File: config.mk
export PLATFORM = sky130hd
export DESIGN_NAME = div_bus_adapter
export DESIGN_NICKNAME = d
export VERILOG_FILES = /design/src/rtl/div_bus_adapter.sv
export SDC_FILE = /design/constraint.sdc
export NUM_CORES = 1
export LEC_CHECK = 0
export BUFFER_PORTS_ARGS = -buffer_cell sky130_fd_sc_hd__clkbuf_2
export CAP_MARGIN = 20
export CELL_PAD_IN_SITES_DETAIL_PLACEMENT = 2
export CELL_PAD_IN_SITES_GLOBAL_PLACEMENT = 2
export CORE_ASPECT_RATIO = 1.2
export CORE_UTILIZATION = 30
export CTS_BUF_LIST = sky130_fd_sc_hd__clkbuf_4 sky130_fd_sc_hd__clkbuf_8
export CTS_CLUSTER_SIZE = 14
export DETAILED_ROUTE_END_ITERATION = 10
export GPL_TIMING_DRIVEN = 0
export PLACE_DENSITY = 0.86
export SYNTH_ARGS = -nofsm -noshare
export SYNTH_HDL_FRONTEND = slang
export SYNTH_SLANG_ARGS = --single-unit
File: constraint.sdc
create_clock -name clk -period 2 [get_ports clk]
set_input_delay 0.4 -clock clk [delete_from_list [all_inputs] [get_ports clk]]
set_output_delay 0.4 -clock clk [all_outputs]
set_load 0.03 [all_outputs]
File: src/rtl/div_bus_adapter.sv
// Bus front/back end for the restoring divider: gathers operands from a narrow
// valid/ready bus, runs the divider handshake and streams quotient/remainder out.
module div_bus_adapter #(
  parameter int unsigned DATA_W = 8,
  parameter int unsigned BUS_W  = 4
) (
  input  logic              clk,
  input  logic              rst_n,
  input  logic [BUS_W-1:0]  in_data,
  input  logic              in_valid,
  output logic              in_ready,
  output logic              div_start,
  input  logic              div_ready,
  output logic [DATA_W-1:0] div_dividend,
  output logic [DATA_W-1:0] div_divisor,
  input  logic [DATA_W-1:0] div_quotient,
  input  logic [DATA_W-1:0] div_remainder,
  output logic [BUS_W-1:0]  out_data,
  output logic              out_valid,
  input  logic              out_ready,
  output logic              out_last,
  output logic              out_err,
  output logic              busy
);

  localparam int unsigned BEATS = DATA_W / BUS_W;
  localparam int unsigned CW    = (2 * BEATS > 1) ? $clog2(2 * BEATS) : 1;
  localparam logic [CW-1:0] LAST_A   = CW'(BEATS - 1);
  localparam logic [CW-1:0] LAST_ALL = CW'(2 * BEATS - 1);

  localparam logic [2:0] S_RX_A  = 3'd0;
  localparam logic [2:0] S_RX_B  = 3'd1;
  localparam logic [2:0] S_START = 3'd2;
  localparam logic [2:0] S_ACK   = 3'd3;
  localparam logic [2:0] S_DONE  = 3'd4;
  localparam logic [2:0] S_TX    = 3'd5;

  logic [2:0]          state_q, state_d;
  logic [CW-1:0]       cnt_q, cnt_d;
  // Operands packed {divisor, dividend} and results {remainder, quotient} so the
  // beat counter doubles as a slice index across both halves.
  logic [2*DATA_W-1:0] ops_q, ops_d;
  logic [2*DATA_W-1:0] res_q, res_d;
  logic                err_q, err_d;

  always_comb begin
    state_d   = state_q;
    cnt_d     = cnt_q;
    ops_d     = ops_q;
    res_d     = res_q;
    err_d     = err_q;
    in_ready  = 1'b0;
    div_start = 1'b0;
    out_valid = 1'b0;
    out_last  = 1'b0;
    out_data  = '0;

    case (state_q)
      S_RX_A, S_RX_B: begin
        in_ready = 1'b1;
        if (in_valid) begin
          ops_d[cnt_q*BUS_W +: BUS_W] = in_data;
          cnt_d = cnt_q + CW'(1);
          if (state_q == S_RX_A && cnt_q == LAST_A) begin
            state_d = S_RX_B;
          end else if (state_q == S_RX_B && cnt_q == LAST_ALL) begin
            cnt_d = '0;
            // Divide-by-zero is answered locally without touching the divider.
            if (ops_d[2*DATA_W-1:DATA_W] == '0) begin
              res_d   = {ops_d[DATA_W-1:0], {DATA_W{1'b1}}};
              err_d   = 1'b1;
              state_d = S_TX;
            end else begin
              state_d = S_START;
            end
          end
        end
      end
      S_START: begin
        if (div_ready) begin
          div_start = 1'b1;
          state_d   = S_ACK;
        end
      end
      S_ACK: begin
        if (!div_ready) state_d = S_DONE;
      end
      S_DONE: begin
        if (div_ready) begin
          res_d   = {div_remainder, div_quotient};
          err_d   = 1'b0;
          state_d = S_TX;
        end
      end
      S_TX: begin
        out_valid = 1'b1;
        out_data  = res_q[cnt_q*BUS_W +: BUS_W];
        out_last  = (cnt_q == LAST_ALL);
        if (out_ready) begin
          cnt_d = cnt_q + CW'(1);
          if (cnt_q == LAST_ALL) begin
            cnt_d   = '0;
            state_d = S_RX_A;
          end
        end
      end
      default: begin
        state_d = S_RX_A;
        cnt_d   = '0;
      end
    endcase
  end

  always_ff @(posedge clk or negedge rst_n) begin
    if (!rst_n) begin
      state_q <= S_RX_A;
      cnt_q   <= '0;
      ops_q   <= '0;
      res_q   <= '0;
      err_q   <= 1'b0;
    end else begin
      state_q <= state_d;
      cnt_q   <= cnt_d;
      ops_q   <= ops_d;
      res_q   <= res_d;
      err_q   <= err_d;
    end
  end

  assign div_dividend = ops_q[DATA_W-1:0];
  assign div_divisor  = ops_q[2*DATA_W-1:DATA_W];
  assign out_err      = (state_q == S_TX) && err_q;
  assign busy         = (state_q != S_RX_A) || (cnt_q != '0);

endmodule

==> impl_metrics.json, run 1 <==
{
  "grt-ovfl-total": 0,
  "crit_path_end_kind": "register",
  "period_share": 1.04,
  "grt_pass1_wl_mm": 12.3,
  "crit_type": "reg2reg",
  "finalClockSkew_ns": 0.00864,
  "whs_ns": -0.00575,
  "port_buffers": 50,
  "required_ns": 2.21,
  "clock-sinks": 38,
  "leakage_nw": 1.35,
  "dpl.hpwl_mm": 4.79,
  "setup_ws_ns": -0.0781,
  "p_sw_mw": 2.55,
  "ioPinCount": 51,
  "syn_nets": 260,
  "fin_crit_ns": 2.08,
  "critPathTopFamily": "simple AND/OR/NAND/NOR gates",
  "yosysWarnings": 0,
  "synth-edff-count": 0,
  "remaining_drc_errors": 2,
  "avgSynthCellArea_um2": 9.17,
  "drive_gt1_frac": 0.442,
  "fin_util": 0.447,
  "r2r_start": "cnt_q[0]",
  "max_freq_mhz": 481,
  "dieHeight_um": 93.7,
  "synth_cells": 229,
  "crit_path_max_fanout": 8,
  "crit_arrival_ns": 2.29,
  "synth-seq-cells": 38,
  "ys_seq_area_frac": 0.453,
  "num_antenna_cells": 0,
  "cts-root-buf": "clkbuf_8",
  "setup_viol": 20,
  "crit_path_start": "cnt_q[0]",
  "num_rows": 33,
  "synth_area_um2": 2100,
  "layout.nets": 340,
  "vias": 2115,
  "clock_latency_ns": 0.31,
  "clkPwrFrac": 0.106,
  "hold_class": "in2async",
  "wirelength_mm": 8.07,
  "ff2ff_path_depth": 9,
  "grt_usage": 0.228,
  "dr.pass1.iters": 11,
  "power_density_nw_per_um2": 1780,
  "power_frac_seq": 0.265,
  "cts_tree": "built",
  "cpPeakStageDelay_ns": 0.40,
  "r2r_end": "res_q[15]",
  "relSlewSlack": 0.640,
  "ys.flop_type": "dfrtp_1",
  "vias_per_cell": 5.33,
  "peakVddDrop_v": 0.000771,
  "crit_path_start_kind": "register",
  "grt_pass1_vias": 2313,
  "placed_cell_area_um2": 2480,
  "fin_total_pwr_mw": 5.41,
  "hold_viol_final": 4,
  "clockBufferDepth": 2,
  "htreeDepth": 2,
  "floorplan.initialDensity": 0.308,
  "path_clk_slew_ns": 0.08,
  "rrSetupSlack_ns": -0.08,
  "fin_setup_tns_ns": -0.779,
  "rsz0062_at_grt": "true",
  "wl_per_cell_um": 20.3,
  "globalplace.congestion": 0.764,
  "drtIter0Drc": 53,
  "path_common_cell": "buf_12",
  "core-area_um2": 6810,
  "status": "finished, violations left",
  "comb_power_share": 0.629,
  "final_antenna_net_count": 0,
  "syn_to_final_growth_pct": 45.0,
  "violations": "design-rule violations, negative hold slack, negative setup slack",
  "sw_frac_of_total": 0.471,
  "cpMaxStageDelayCell": "dfrtp_2",
  "ctsHoldBuffers": 0,
  "die_area_um2": 7340,
  "ys_types": 37,
  "grt_max_degree": 39,
  "cap_violations": 0,
  "antenna_found_initial": 0,
  "critPathBufInv": 3,
  "path_cells": "buf_12, inv_8, ha_4, nand3b_1, a211oi_4, nor3_4, a21oi_4, buf_12, a221oi_2",
  "slew_viol_final": 0,
  "fp.dieW_um": 78.4,
  "internal-power_mw": 2.86,
  "worst_pin_slew_ns": 0.535,
  "ys_async_sr_fraction": 1.00,
  "cts_made_buffers": 5,
  "fin_area_um2": 3050
}
## metrics by stage
stage | instances | setup WS, ns
2_1_floorplan | 229 | 0.00780
3_3_place_gp | 366 | -0.243
3_5_place_dp | 366 | -0.314
4_1_cts | 388 | -0.0772
5_1_grt | 397 | -0.144
6_report | 397 | -0.0781
## per-layer routing
metal	global-route usage	routed length, um	vias up
li1	-	-	967
met1	0.256	3160	1060
met2	0.405	4310	67
met3	0.0398	278	21
met4	0.128	323	0
met5	0	0	-
## flip-flops by register name (all words and copies together) (netlist names)
name / count
ops_q: 16
res_q: 16
state_q: 3
cnt_q: 2
err_q: 1
## worst max path at each step
stage             endpoint  depth (start not counted)
5_1_grt          res_q[15]                          9
3_3_place_gp     res_q[15]                          7
3_5_place_dp     res_q[10]                          7
4_1_cts        out_data[1]                          4
2_1_floorplan  out_data[0]                          4
6_report         res_q[15]                          9
## power by group through the flow
stage | logic, mW | registers [mW] | clock network (mW)
after detailed placement | 2.48 | 1.43 | 0
after floorplan | 1.51 | 1.65 | 0
after global placement | 2.39 | 1.41 | 0
after global routing | 3.63 | 1.48 | 0.608
after CTS | 3.01 | 1.39 | 0.592
final | 3.40 | 1.43 | 0.576
## synthesized netlist by cell type (all sizes together), types with 3 or more instances
cell type | n | area, um^2
o21ai | 21 | 105
mux4 | 4 | 90.1
buf | 4 | 35.0
and2 | 7 | 43.8
nand2 | 40 | 150
nor3 | 6 | 41.3
ha | 6 | 75.1
dfrtp | 38 | 951
a22o | 4 | 35.0
nand2b | 5 | 31.3
nor3b | 4 | 41.3
nand3 | 3 | 20.0
a221oi | 10 | 87.6
clkbuf | 4 | 15.0
a22oi | 3 | 22.5
inv | 13 | 48.8
a21oi | 12 | 71.3
nor2 | 28 | 105
nor4 | 3 | 18.8
## layout make-up
| class | count | area (um^2) |
|---|---|---|
| Tap cell | 87 | 109 |
| Fill cell | 734 | 3770 |
| Timing Repair Buffer | 73 | 518 |
| Clock inverter | 2 | 12.5 |
| Inverter | 13 | 63.8 |
| Clock buffer | 6 | 82.6 |
| Sequential cell | 38 | 955 |
| Buffer | 8 | 72.6 |
| Multi-Input combinational cell | 170 | 1230 |
## cell families after synthesis
logic type	count (synthesis)	share of synthesized area
buffers and inverters	21	0.0470
DFF	38	0.453
muxes	4	0.0429
and+or+nand+nor	100	0.228
adders and majority gates	6	0.0357
AOI/OAI and AO/OA	60	0.194
## timing repair
action | CTS | global route
setup buffers | 14 | 7
pin swaps | 13 | 6
gates resized for setup | 36 | 37
cloned | 0 | 1
setup endpoints to repair | 34 | 32
## placed cells by master (no fill, tap or decap), types with 3 or more instances in the layout
cell,instances
clkinvlp_4,3
a21oi_1,11
clkbuf_2,44
nor3_1,3
o21ai_0,21
buf_6,7
clkbuf_1,3
a22o_1,4
buf_8,4
buf_4,17
mux4_2,4
nor2_1,19
nand2_1,40
a221oi_2,7
ha_2,3
nor2_2,8
clkbuf_8,6
and2_4,6
dfrtp_2,3
a22oi_1,3
nand2b_1,5
dfrtp_1,35
buf_12,4
inv_1,10
(Power assumes the default switching activity.)
==> run 2: changes to the inputs <==
- PLACE_DENSITY: 0.86 -> 0.76
==> impl_metrics.json, run 2 (synthesis results as in run 1) <==
{
  "status": "finished, violations left",
  "violations": "negative setup slack",
  "ioPinCount": 51,
  "fin_util": 0.466,
  "core-area_um2": 6810,
  "peakVddDrop_v": 0.000608,
  "path_clk_slew_ns": 0.09,
  "rrSetupSlack_ns": -0.17,
  "required_ns": 1.60,
  "htreeDepth": 2,
  "max_freq_mhz": 457,
  "nFillCells": 731,
  "final_common_cell": "clkbuf_2",
  "whs_ns": 0.350,
  "multi_input_area_um2": 1260,
  "crit_path_start": "cnt_q[0]",
  "setup_ws_ns": -0.190,
  "drtIter0Drc": 71,
  "fp.dieW_um": 78.4,
  "globalplace.congestion": 0.726,
  "wl_per_cell_um": 22.2,
  "slew_viol_final": 0,
  "drive_gt1_frac": 0.438,
  "power_density_nw_per_um2": 1820,
  "rsz0062_at_grt": "true",
  "clockBufferDepth": 2,
  "crit_path_max_fanout": 6,
  "wirelength_mm": 9.02,
  "final_antenna_net_count": 0,
  "antenna_found_initial": 0,
  "fin_crit_ns": 2.19,
  "grt-ovfl-total": 0,
  "dieHeight_um": 93.7,
  "grt_max_degree": 39,
  "cts-root-buf": "clkbuf_8",
  "die_area_um2": 7340,
  "grt_pass1_vias": 2245,
  "relSlewSlack": 0.490,
  "syn_to_final_growth_pct": 51.2,
  "dpl.hpwl_mm": 4.86,
  "period_share": 1.09,
  "hold_class": "in2reg",
  "worst_pin_slew_ns": 0.758,
  "finalClockSkew_ns": 0.0129,
  "fin_setup_tns_ns": -2.23,
  "hold_viol_final": 0,
  "crit_path_start_kind": "register",
  "num_rows": 33,
  "r2r_start": "cnt_q[0]",
  "r2r_end": "res_q[4]",
  "crit_end": "out_data[0]",
  "port_buffers": 50,
  "cts_tree": "built",
  "layout_common_cells": "clkbuf_2, nand2_1, dfrtp_1",
  "remaining_drc_errors": 0,
  "vias_per_cell": 5.30,
  "crit_type": "reg2out",
  "crit_arrival_ns": 1.79,
  "vias": 2159,
  "dr.pass1.iters": 4,
  "grt_usage": 0.228,
  "num_antenna_cells": 0,
  "reg_top3": "ops_q: 16 flops, res_q: 16 flops, state_q: 3 flops",
  "seq_area_um2": 953,
  "grt_pass1_wl_mm": 12.3,
  "cap_violations": 0,
  "floorplan.initialDensity": 0.308,
  "ff2ff_path_depth": 9,
  "clock_latency_ns": 0.31,
  "leakage_nw": 1.42,
  "cts_made_buffers": 5,
  "layout.nets": 350,
  "stdcell_count": 407,
  "dp_cells": 366,
  "clock-sinks": 38,
  "setup_viol": 21,
  "crit_path_end_kind": "output pin"
}
-- run 2: changes by cell type in the layout (fill, tap and decap cells not counted), moves of 2 or more --
cell	change
buf_6	+2
a221oi_4	+3
nor2_2	-8
nor2_1	+8
buf_4	+8
ha_2	-2
a221oi_2	-2
-- run 2: layout make-up --
type	count	share of cell area
Multi-Input combinational cell	170	0.398
Sequential cell	38	0.300
Timing Repair Buffer	83	0.194
Tap cell	87	0.0343
Clock buffer	6	0.0260
Buffer	8	0.0225
Inverter	13	0.0217
Clock inverter	2	0.00394
-- run 2: repair_timing --
| item | in CTS | in global routing |
|---|---|---|
| endpoints found under the hold margin | 0 | 3 |
| buffers inserted | 18 | 15 |
| gates resized for setup | 41 | 35 |
| setup endpoints to repair | 34 | 34 |
| hold buffers | 0 | 1 |
| pin swaps | 13 | 17 |
| cloned | 0 | 0 |
-- run 2: power by group --
part	leakage, nW	total, mW	switching (mW)	internal (mW)
combinational	0.905	3.74	2.10	1.64
clock	0.0472	0.591	0.313	0.278
sequential	0.464	1.45	0.316	1.13
-- run 2: how the worst min path moves through the flow --
stage,to,slack (ns),cells after the start,start
after global placement,err_q,0.46,1,err_q
after CTS,ops_q[15],0.30,1,rst_n
after detailed placement,err_q,0.48,1,err_q
final,res_q[1],0.35,3,div_quotient[1]
after global routing,res_q[3],0.36,3,div_quotient[3]
after floorplan,cnt_q[0],0.10,0,rst_n
-- run 2: layer usage --
metal  up-vias  routed length (um)  global-route usage
met5         -                   0                   0
met4         0                 317               0.105
met3        26                 315              0.0340
met2        62                4910               0.407
met1      1083                3470               0.268
li1        988                   -                   -
-- run 2: worst max-delay path, cell delays in order, from the launching register on --
cell and delay, ns:
dfrtp_2 0.42, buf_12 0.13, buf_12 0.12, mux4_2 0.50, and2_4 0.18, buf_8 0.13
-- run 2: metrics by stage --
| stage | instance area (um^2) | worst slack, ns | power (mW) |
|---|---|---|---|
| finish | 3180 | -0.190 | 5.78 |
| global route | 3180 | -0.239 | 6.10 |
| CTS | 2890 | -0.0502 | 5.05 |
| detailed placement | 2480 | -0.372 | 3.92 |
| global placement | 2480 | -0.261 | 3.82 |
| floorplan | 2120 | 0.00780 | 3.17 |
==> run 3: changes to the inputs <==
- ABC_AREA: default -> 1
- CORE_UTILIZATION: 30 -> 28
- PLACE_DENSITY: 0.76 -> 0.77
==> impl_metrics.json, run 3 <==
{
  "period_share": 1.05,
  "whs_ns": 0.426,
  "dieHeight_um": 102,
  "grt_pass1_wl_mm": 15.4,
  "cts-root-buf": "clkbuf_8",
  "fin_setup_tns_ns": -1.22,
  "yosysWarnings": 0,
  "finalClockSkew_ns": 0.0115,
  "r2r_start": "cnt_q[0]",
  "nFillCells": 935,
  "fin_area_um2": 3450,
  "ys_types": 27,
  "synth_top_area_frac": 0.406,
  "ff2ff_path_depth": 13,
  "synth-edff-count": 0,
  "status": "finished, violations left",
  "ys_seq_area_frac": 0.406,
  "remaining_drc_errors": 0,
  "peakVddDrop_v": 0.000787,
  "clock_latency_ns": 0.30,
  "grt_pass1_vias": 2907,
  "synth_cells": 336,
  "drive_gt1_frac": 0.415,
  "yosys-top-cells-count": "nand2_1, nor2_1, dfrtp_1",
  "crit_path_end_kind": "register",
  "num_rows": 36,
  "place_ws_ns": -0.469,
  "layout_common_cells": "nand2_1, clkbuf_2, nor2_1, dfrtp_1, buf_4",
  "synth.area.top_cells": "dfrtp_1, nand2_1, nor2_1, nand3_1, inv_1",
  "htreeDepth": 2,
  "dr.pass1.iters": 4,
  "grt-ovfl-total": 0,
  "final_antenna_net_count": 0,
  "slew_viol_final": 0,
  "crit_arrival_ns": 2.28,
  "grt_usage": 0.232,
  "required_ns": 2.18,
  "clock-sinks": 38,
  "reg_top3": "ops_q: 16 flops, res_q: 16 flops, state_q: 3 flops",
  "leakage_nw": 1.72,
  "multi_input_area_um2": 1430,
  "antenna_found_initial": 0,
  "floorplan.initialDensity": 0.289,
  "final_common_cell": "nand2_1",
  "num_antenna_cells": 0,
  "dpl.hpwl_mm": 6.04,
  "vias_per_cell": 5.06,
  "synth_most_common_cell": "nand2_1",
  "ys_async_sr_fraction": 1.00,
  "grt_max_degree": 39,
  "ys.flop_type": "dfrtp_1",
  "min-delay-start": "div_quotient[1]",
  "synth_area_um2": 2340,
  "synth-seq-cells": 38,
  "crit_end": "res_q[11]",
  "die_area_um2": 8730,
  "crit_path_max_fanout": 7,
  "max_freq_mhz": 478,
  "fin_crit_ns": 2.09,
  "rrSetupSlack_ns": -0.09,
  "synth_area_leader_cell": "dfrtp_1",
  "wl_per_cell_um": 19.3,
  "layout.nets": 456,
  "globalplace.congestion": 0.828,
  "core-area_um2": 8110,
  "syn_to_final_growth_pct": 47.3,
  "syn_nets": 367,
  "violations": "negative setup slack",
  "setup_ws_ns": -0.0930,
  "setup_viol": 19,
  "port_buffers": 50,
  "ioPinCount": 51,
  "r2r_end": "res_q[11]",
  "drtIter0Drc": 48,
  "cts_made_buffers": 5,
  "crit_type": "reg2reg",
  "relSlewSlack": 0.711,
  "hold_viol_final": 0,
  "cts_tree": "built",
  "placed_cell_area_um2": 2760,
  "avgSynthCellArea_um2": 6.96,
  "cap_violations": 0,
  "crit_path_start_kind": "register",
  "worst_pin_slew_ns": 0.430,
  "path_clk_slew_ns": 0.08,
  "rsz0062_at_grt": "true",
  "seq_area_um2": 953,
  "clockBufferDepth": 2,
  "hold_class": "in2reg",
  "vias": 2635,
  "wirelength_mm": 10.0,
  "crit_path_start": "cnt_q[0]",
  "power_density_nw_per_um2": 1690,
  "fp.dieW_um": 85.4
}
run 3: cells by family (layout without fill, tap and decap cells):
group,after synthesis,in the layout,synth area share
flip-flops,38,38,0.406
buffers and inverters,50,140,0.0888
AO/OA/AOI/OAI,52,52,0.125
adder cells (fa/ha/maj),6,6,0.0321
AND/OR/NAND/NOR,190,190,0.348
run 3: layout make-up:
cell class              instances  share of cell area
plain buffers                  11              0.0236
clock buffers                   7              0.0243
clock inverters                 1             0.00871
inverters                      38              0.0450
multi-input cells             248               0.415
flip-flops and latches         38               0.277
well taps                      95              0.0345
repair buffers                 83               0.172
run 3: timing repair:
item / 4_1_cts / 5_1_grt
setup buffers: 21 / 9
gates cloned: 2 / 0
pin swaps: 12 / 17
gates resized for setup: 45 / 56
endpoints found under the setup margin: 26 / 43
endpoints found under the hold margin: 0 / 6
hold buffers: 0 / 1
run 3: worst min path at each step:
stage                endpoint  slack (ns)  cells after the start
floorplan            cnt_q[0]        0.10                      0
global placement    res_q[12]        0.45                      2
detailed placement   res_q[3]        0.46                      2
CTS                  ops_q[0]        0.30                      1
global route         res_q[2]        0.45                      4
finish               res_q[1]        0.43                      4
run 3: critical path, cell delays in order, from the launching register on:
cell and delay, ns:
dfrtp_2 0.47, buf_6 0.16, ha_2 0.23, nand2_4 0.11, inv_2 0.04, a21oi_2 0.17, nand2_2 0.09, nor2_4 0.15
nand3_4 0.10, nand2_4 0.12, nand2_8 0.09, buf_8 0.15, nand2_2 0.05, nand2_1 0.04
run 3: stage by stage:
step	instances	util	total power [mW]
3_5_place_dp	481	0.340	4.08
5_1_grt	521	0.425	6.23
3_3_place_gp	481	0.340	3.96
2_1_floorplan	336	-	3.26
4_1_cts	512	0.401	5.38
6_report	521	0.425	5.83
run 3: where the power goes:
| group | switching, mW | leakage, nW | internal [mW] |
|---|---|---|---|
| sequential | 0.297 | 0.476 | 1.11 |
| combinational | 2.36 | 1.19 | 1.37 |
| clock | 0.287 | 0.0593 | 0.401 |
run 3: layer usage:
layer  global-route usage  vias to the layer above  share of wire
li1                     -                     1239              -
met1                0.260                     1317           0.40
met2                0.447                       60           0.55
met3               0.0363                       19          0.021
met4               0.0795                        0          0.025
met5                    0                        -              0
